==> config.mk <==
export PLATFORM = sky130hd
export DESIGN_NAME = stream_xbar_rsp_router
export DESIGN_NICKNAME = d
export VERILOG_FILES = /design/src/rtl/stream_xbar_rsp_router.sv
export SDC_FILE = /design/constraint.sdc
export NUM_CORES = 1
export LEC_CHECK = 0
export ABC_AREA = 1
export CAP_MARGIN = 20
export CELL_PAD_IN_SITES_DETAIL_PLACEMENT = 1
export CELL_PAD_IN_SITES_GLOBAL_PLACEMENT = 1
export CORE_MARGIN = 1
export CORE_UTILIZATION = 15
export CTS_CLUSTER_DIAMETER = 80
export DETAILED_ROUTE_END_ITERATION = 7
export GPL_TIMING_DRIVEN = 0
export PLACE_DENSITY = 0.82
export SLEW_MARGIN = 15
export SYNTH_ARGS = -nofsm -noshare
export SYNTH_HDL_FRONTEND = slang
export SYNTH_SLANG_ARGS = --single-unit
==> constraint.sdc <==
create_clock -name clk_i -period 2.17 [get_ports clk_i]
set_clock_uncertainty 0.2 [all_clocks]
set_input_delay 0.217 -clock clk_i [delete_from_list [all_inputs] [get_ports clk_i]]
set_output_delay 0.217 -clock clk_i [all_outputs]
set_load 0.02 [all_outputs]
==> src/rtl/stream_xbar_rsp_router.sv <==
// Response router for one crossbar output: forwards requests to the target and steers responses
// back to the issuing input via an in-order index FIFO. Optional: STREAM_XBAR_RSP_ROUTER_DROP_EN.
module stream_xbar_rsp_router #(
    parameter int unsigned NumInp   = 32'd2,
    parameter int unsigned MaxTxns  = 32'd4,
    parameter int unsigned ReqWidth = 32'd32,
    parameter int unsigned RspWidth = 32'd32,
    parameter int unsigned IdxWidth = (NumInp > 1) ? $clog2(NumInp) : 1,
    parameter int unsigned CntWidth = $clog2(MaxTxns + 1)
) (
    input  logic                       clk_i,
    input  logic                       rst_i,
    input  logic [ReqWidth-1:0]        req_data_i,
    input  logic [IdxWidth-1:0]        req_idx_i,
    input  logic                       req_valid_i,
    output logic                       req_ready_o,
    output logic [ReqWidth-1:0]        mst_req_data_o,
    output logic                       mst_req_valid_o,
    input  logic                       mst_req_ready_i,
    input  logic [RspWidth-1:0]        mst_rsp_data_i,
    input  logic                       mst_rsp_valid_i,
    output logic                       mst_rsp_ready_o,
    output logic [NumInp*RspWidth-1:0] rsp_data_o,
    output logic [NumInp-1:0]          rsp_valid_o,
    input  logic [NumInp-1:0]          rsp_ready_i,
    output logic [CntWidth-1:0]        outstanding_o,
    output logic                       err_o
);

    localparam int unsigned PtrWidth = (MaxTxns > 1) ? $clog2(MaxTxns) : 1;

    logic [IdxWidth-1:0] fifo_q [MaxTxns];
    logic [PtrWidth-1:0] wr_ptr_q, rd_ptr_q;
    logic [CntWidth-1:0] count_q;
    logic [IdxWidth-1:0] head;
    logic                full, empty, push, pop;

    assign full  = (count_q == CntWidth'(MaxTxns));
    assign empty = (count_q == '0);
    assign head  = fifo_q[rd_ptr_q];

    assign mst_req_valid_o = req_valid_i & ~full;
    assign req_ready_o     = mst_req_ready_i & ~full;
    assign mst_req_data_o  = req_data_i;

    assign rsp_data_o    = {NumInp{mst_rsp_data_i}};
    assign outstanding_o = count_q;

    always_comb begin
        rsp_valid_o = '0;
        if (mst_rsp_valid_i && !empty) begin
            rsp_valid_o[head] = 1'b1;
        end
    end

`ifdef STREAM_XBAR_RSP_ROUTER_DROP_EN
    logic err_q;

    // An unexpected response is sunk here so it cannot stall the target.
    assign mst_rsp_ready_o = empty ? 1'b1 : rsp_ready_i[head];
    assign err_o           = err_q;

    always_ff @(posedge clk_i) begin
        if (rst_i) begin
            err_q <= 1'b0;
        end else if (mst_rsp_valid_i && empty) begin
            err_q <= 1'b1;
        end
    end
`else
    assign mst_rsp_ready_o = ~empty & rsp_ready_i[head];
    assign err_o           = 1'b0;
`endif

    assign push = req_valid_i & req_ready_o;
    assign pop  = mst_rsp_valid_i & mst_rsp_ready_o & ~empty;

    always_ff @(posedge clk_i) begin
        if (push) begin
            fifo_q[wr_ptr_q] <= req_idx_i;
        end
    end

    always_ff @(posedge clk_i) begin
        if (rst_i) begin
            wr_ptr_q <= '0;
            rd_ptr_q <= '0;
            count_q  <= '0;
        end else begin
            if (push) begin
                wr_ptr_q <= (wr_ptr_q == PtrWidth'(MaxTxns - 1)) ? '0 : wr_ptr_q + 1'b1;
            end
            if (pop) begin
                rd_ptr_q <= (rd_ptr_q == PtrWidth'(MaxTxns - 1)) ? '0 : rd_ptr_q + 1'b1;
            end
            case ({push, pop})
                2'b10:   count_q <= count_q + 1'b1;
                2'b01:   count_q <= count_q - 1'b1;
                default: count_q <= count_q;
            endcase
        end
    end

endmodule

==> results of run 1 <==
routing by layer:
layer	routed length (um)	vias to the layer above	part of all wire
li1	-	704	-
met5	0	-	0
met4	69	0	0.016
met1	1280	651	0.30
met2	2400	91	0.57
met3	497	5	0.12
layout by cell type, fill, tap and decap left out, drive strengths merged, types with 2 or more instances in the layout:
| master | synthesis | final |
|---|---|---|
| dlymetal6s2s | 0 | 2 |
| dlygate4sd2 | 0 | 2 |
| a31oi | 4 | 4 |
| buf | 97 | 101 |
| o21ai | 5 | 5 |
| edfxtp | 4 | 4 |
| nand2 | 12 | 12 |
| dfxtp | 9 | 9 |
| nor2 | 13 | 13 |
| clkdlybuf4s50 | 0 | 107 |
| inv | 22 | 22 |
| a21oi | 7 | 7 |
| ha | 6 | 6 |
| clkbuf | 0 | 4 |
| nand3 | 4 | 4 |
what timing repair did:
| action | in CTS | in global routing |
|---|---|---|
| pin swaps | 1 | 7 |
| endpoints found under the setup margin | 3 | 3 |
| resized for setup | 8 | 21 |
| gates cloned | 0 | 0 |
| setup buffers | 1 | 3 |
cell type report:
class	instances	share of cell area
Timing Repair Buffer	115	0.391
Clock buffer	4	0.0154
Inverter	22	0.0308
Tap cell	129	0.0552
Buffer	97	0.249
Sequential cell	13	0.105
Multi-Input combinational cell	53	0.153
per-stage QoR:
stage          power, mW  hold WS (ns)   TNS (ns)  setup WS [ns]  instance area, sq um
3_3_place_gp       0.931         0.294     -0.393         -0.267                  2760
2_1_floorplan      0.690        0.0820          0         0.0411                  1490
5_1_grt             1.27         0.341     -0.199         -0.133                  2920
3_5_place_dp       0.948         0.311     -0.554         -0.370                  2760
6_report            1.20         0.271  -0.000350      -0.000350                  2920
4_1_cts             1.18         0.325    -0.0107        -0.0107                  2820
kinds of logic after synthesis:
| kind of cell | count (synthesis) | share of synthesized area |
|---|---|---|
| and+or+nand+nor | 29 | 0.107 |
| buffers and inverters | 119 | 0.547 |
| AOI/OAI and AO/OA | 16 | 0.0774 |
| adders and majority gates | 7 | 0.0640 |
| DFF | 13 | 0.202 |
| other | 1 | 0.00252 |
tightest hold or removal path, cell delays in order:
cell and delay [ns]:
dlymetal6s2s_1 0.13, inv_2 0.06, a31oi_4 0.04, nand3_4 0.07, nor2_1 0.05, nor2_2 0.11
power breakdown:
| part | internal, mW | leakage (nW) | switching [mW] |
|---|---|---|---|
| Sequential | 0.273 | 0.112 | 0.0202 |
| Combinational | 0.369 | 1.18 | 0.316 |
| Clock | 0.130 | 0.0228 | 0.0876 |
path summary, 6_finish.rpt:
path,end,slack (ns),cells after the start
hold reg to reg,outstanding_o[1],0.32,2
setup / recovery,outstanding_o[2],-0.0004,14
setup reg to reg,outstanding_o[2],-0.0004,14
hold / removal,rd_ptr_q[1],0.27,6
==> results.yml, run 1 <==
outcome:
  status: "finished, violations left"
  violations: "negative setup slack"
timing:
  clock.fmax_ghz: 0.461
  grt_setup_unrepaired: "yes"
  fin_crit_ns: 2.17
  setup_viol: 1
  worst_slack_ns: -0.000350
  drv_slew: 0
  fin_crit_sh: 1.00
  hold_viol_final: 0
critical_path:
  worstPathArrival_ns: 2.10
  cpMostUsedCell: "nand2_4"
  path_delay_family: "adder cells"
  start_kind: "flop"
  cp_max_fo: 4
  cpPeakStageDelay_ns: 0.40
  cp.buffers_inverters: 3
  crit_slowest_cell: "fa_2"
  path_class: "flop to flop"
  crit_required_ns: 2.10
  cp-end-kind: "flop"
  cp_cell_sequence: "inv_4 > nand2_4 > nand3_4 > nand2_4 > nand2_4 > nand3_4 > inv_2 > ha_4 > inv_4 > fa_2 > a21oi_2 > o21ai_2 > o21ai_1 > a21oi_1"
finish:
  fill_cells: 1112
  seqCellArea_sq_um: 308
  drive_gt1_frac: 0.447
  diodes: 0
  fin_util: 0.311
  multi_input_area_sq_um: 448
  nets: 384
  final_cells: 433
  area_growth_pct: 96.7
place:
  gp_congestion: 0.708
  io_buffers: 111
  hpwl_um: 3760
  dp_cells: 425
global_routing:
  track_usage: 0.0733
  use_met2: 0.149
  antenna_found_initial: 0
  grt_max_degree: 10
  grt_first_pass_wirelength_um: 6010
  busiest_layer: "met2"
  grt_pass1_vias: 1450
  use_met3: 0.0193
  met1_usage: 0.0652
  grt_overflow: 0
yosys:
  yosys-top-cells-area: "buf_4 49%, dfxtp_1 12%, edfxtp_1 8.1%"
  synth_nets: 264
  synthTopCellsByCount: "97 x buf_4, 18 x inv_1, 11 x nor2_1"
  yosysUniqueCellTypes: 20
  synth_top_area_cell: "buf_4"
  yosysSeqAreaShare: 0.202
  ys_ff_latch: 13
  synthArstFlopShare: 0
  syn_inst: 185
  synth_top_area_share: 0.490
  ys.flop_type: "dfxtp_1"
  netlist_area_sq_um: 1490
  synth.most_common_cell: "buf_4"
  ys_warn_count: 0
  synth-edff-count: 4
  synth.avg_cell_area_sq_um: 8.03
detailed_routing:
  ant_nets: 0
  via_per_inst: 3.35
  dr.pass1.iters: 2
  drt_iter0_markers: 20
  wl_um: 4240
  vias: 1451
  wire_per_inst_um: 9.79
  route.detailed.drc: 0
die:
  rows: 35
  initial_core_util: 0.158
  die_w_um: 102
  dieArea_sq_um: 10300
  io_pins: 177
  die_h_um: 102
  core_area_sq_um: 9420
cts:
  clkTransAtPathRegs_ns: 0.06
  ctsHoldBuffers: 0
  cts_inserted_buffers: 3
  clock_sinks: 13
  cts_tree: "done"
  cts_max_level: 1
  clockBufferDepth: 2
  clkLatencyLatePin_ns: 0.24
  cts-root-buf: "clkbuf_8"
run:
  cap_violations: 0
pwr:
  leakage_nw: 1.32
  power.density_nw_per_um2: 409
  max-vdd-ir-drop_mv: 0.133
worst_hold_path:
  hp-class: "input port to flop"
  min_from: "mst_rsp_valid_i"
(Power assumes the default switching activity.)
==> run 2: changes to the inputs <==
--- a/config.mk
+++ b/config.mk
@@ -11,11 +11,12 @@
 export CELL_PAD_IN_SITES_GLOBAL_PLACEMENT = 1
 export CORE_MARGIN = 1
 export CORE_UTILIZATION = 15
+export CTS_BUF_LIST = sky130_fd_sc_hd__clkbuf_8 sky130_fd_sc_hd__clkbuf_16
 export CTS_CLUSTER_DIAMETER = 80
 export DETAILED_ROUTE_END_ITERATION = 7
 export GPL_TIMING_DRIVEN = 0
 export PLACE_DENSITY = 0.82
-export SLEW_MARGIN = 15
+export SLEW_MARGIN = 20
 export SYNTH_ARGS = -nofsm -noshare
 export SYNTH_HDL_FRONTEND = slang
 export SYNTH_SLANG_ARGS = --single-unit
==> run 2 against run 1 <==
Compared with the run above: the flow still finishes with violations (negative setup slack); design area did not move; largest cell class unchanged; sequential power barely moved; flip-flop and latch count did not move; routed wire length did not move; die area did not move; via count did not move.
==> results.yml, run 2 (same netlist as run 1, synthesis figures left out) <==
pwr:
  p_int_mw: 0.767
  max-vdd-ir-drop_mv: 0.133
  p_sw_frac: 0.356
  leakage_nw: 1.32
  power.density_nw_per_um2: 407
  power_frac_comb: 0.575
  switchingPower_mw: 0.424
  seqPwrFrac: 0.246
  clock_power_share: 0.179
  finalPower_mw: 1.19
finish:
  final_cell_mix: "107 x clkdlybuf4s50_1, 101 x buf_4, 16 x inv_1"
  area_growth_pct: 96.7
  nets: 384
  drive_gt1_frac: 0.447
  final_cells: 433
  fin_area_sq_um: 2920
  diodes: 0
  final_common_cell: "clkdlybuf4s50_1"
die:
  core_area_sq_um: 9420
  dieArea_sq_um: 10300
  initial_core_util: 0.158
  die_w_um: 102
  die_h_um: 102
  io_pins: 177
  rows: 35
cts:
  clkLatencyLatePin_ns: 0.24
  cts_max_level: 1
  ctsHoldBuffers: 0
  clockBufferDepth: 2
  cts_inserted_buffers: 3
  cts_tree: "done"
  cts-root-buf: "clkbuf_8"
  clock_sinks: 13
  clkTransAtPathRegs_ns: 0.06
detailed_routing:
  wire_per_inst_um: 9.79
  vias: 1451
  route.detailed.drc: 0
  ant_nets: 0
  wl_um: 4240
  drt_iter0_markers: 20
  dr.pass1.iters: 2
  via_per_inst: 3.35
timing:
  fin_crit_sh: 1.00
  fin_tns_setup_ns: -0.000403
  grt_setup_unrepaired: "yes"
  setup_viol: 1
  drv_slew: 0
  hold_viol_final: 0
  clock.fmax_ghz: 0.461
  worst_slack_ns: -0.000403
  fin_crit_ns: 2.17
critical_path:
  worstPathArrival_ns: 2.10
  path_class: "flop to flop"
  cp-end-kind: "flop"
  cp_max_fo: 4
  r2r.worst_path.cells: 14
  crit_required_ns: 2.10
  start_kind: "flop"
global_routing:
  grt_first_pass_wirelength_um: 6010
  antenna_found_initial: 0
  track_usage: 0.0733
  grt_pass1_vias: 1450
  grt_max_degree: 10
  grt_overflow: 0
place:
  dp_slack_ns: -0.370
  gp_congestion: 0.708
  place_area_sq_um: 2760
  dp_cells: 425
  hpwl_um: 3760
  io_buffers: 111
run:
  cap_violations: 0
worst_hold_path:
  hp-class: "input port to flop"
  holdPathStages: 6
outcome:
  violations: "negative setup slack"
  status: "finished, violations left"
run 2: stage by stage:
step	hold WS, ns	utilization
2_1_floorplan	0.0820	-
3_3_place_gp	0.294	0.293
3_5_place_dp	0.311	0.293
4_1_cts	0.325	0.300
5_1_grt	0.341	0.311
6_report	0.271	0.311
run 2: repair_timing:
action                                  CTS  global route
endpoints found under the setup margin    3             3
pin swaps                                 1             7
buffers inserted                          1             3
resized for setup                         8            21
run 2: area by class of cell:
class                      count  area (sq um)
buffer                        97           728
clock buffer                   3          41.3
clock inverter                 1          3.75
fill                        1112          6490
inverter                      22          90.1
multi-input combinational     53           448
sequential                    13           308
tap                          129           161
timing repair buffer         115          1140
run 2: power by group through the flow:
stage	combinational [mW]	sequential, mW	clock, mW
after floorplan	0.390	0.300	0
after global placement	0.637	0.293	0
after detailed placement	0.653	0.295	0
after CTS	0.662	0.291	0.219
after global routing	0.730	0.297	0.234
final	0.685	0.293	0.213
run 2: worst max-delay path, stage by stage (launching register included):
cell and delay, ns:
dfxtp_4 0.36, inv_4 0.07, nand2_4 0.05, nand3_4 0.09, nand2_4 0.07, nand2_4 0.08, nand3_4 0.09, inv_2 0.08
ha_4 0.13, inv_4 0.04, fa_2 0.40, a21oi_2 0.14, o21ai_2 0.07, o21ai_1 0.13, a21oi_1 0.06
run 2: path summary, 6_finish.rpt:
path                    startpoint                to  slack [ns]
hold / removal     mst_rsp_valid_i       rd_ptr_q[1]        0.27
hold reg to reg   outstanding_o[1]  outstanding_o[1]        0.32
setup reg to reg              flop  outstanding_o[2]     -0.0004
setup / recovery              flop  outstanding_o[2]     -0.0004
run 2: per-layer routing:
metal	GRT usage	vias to the layer above	share of wire	routed length (um)
met2	0.149	91	0.57	2400
met1	0.0652	651	0.30	1280
met5	0	-	0	0
met3	0.0193	5	0.12	497
met4	0.0368	0	0.016	69
li1	-	704	-	-
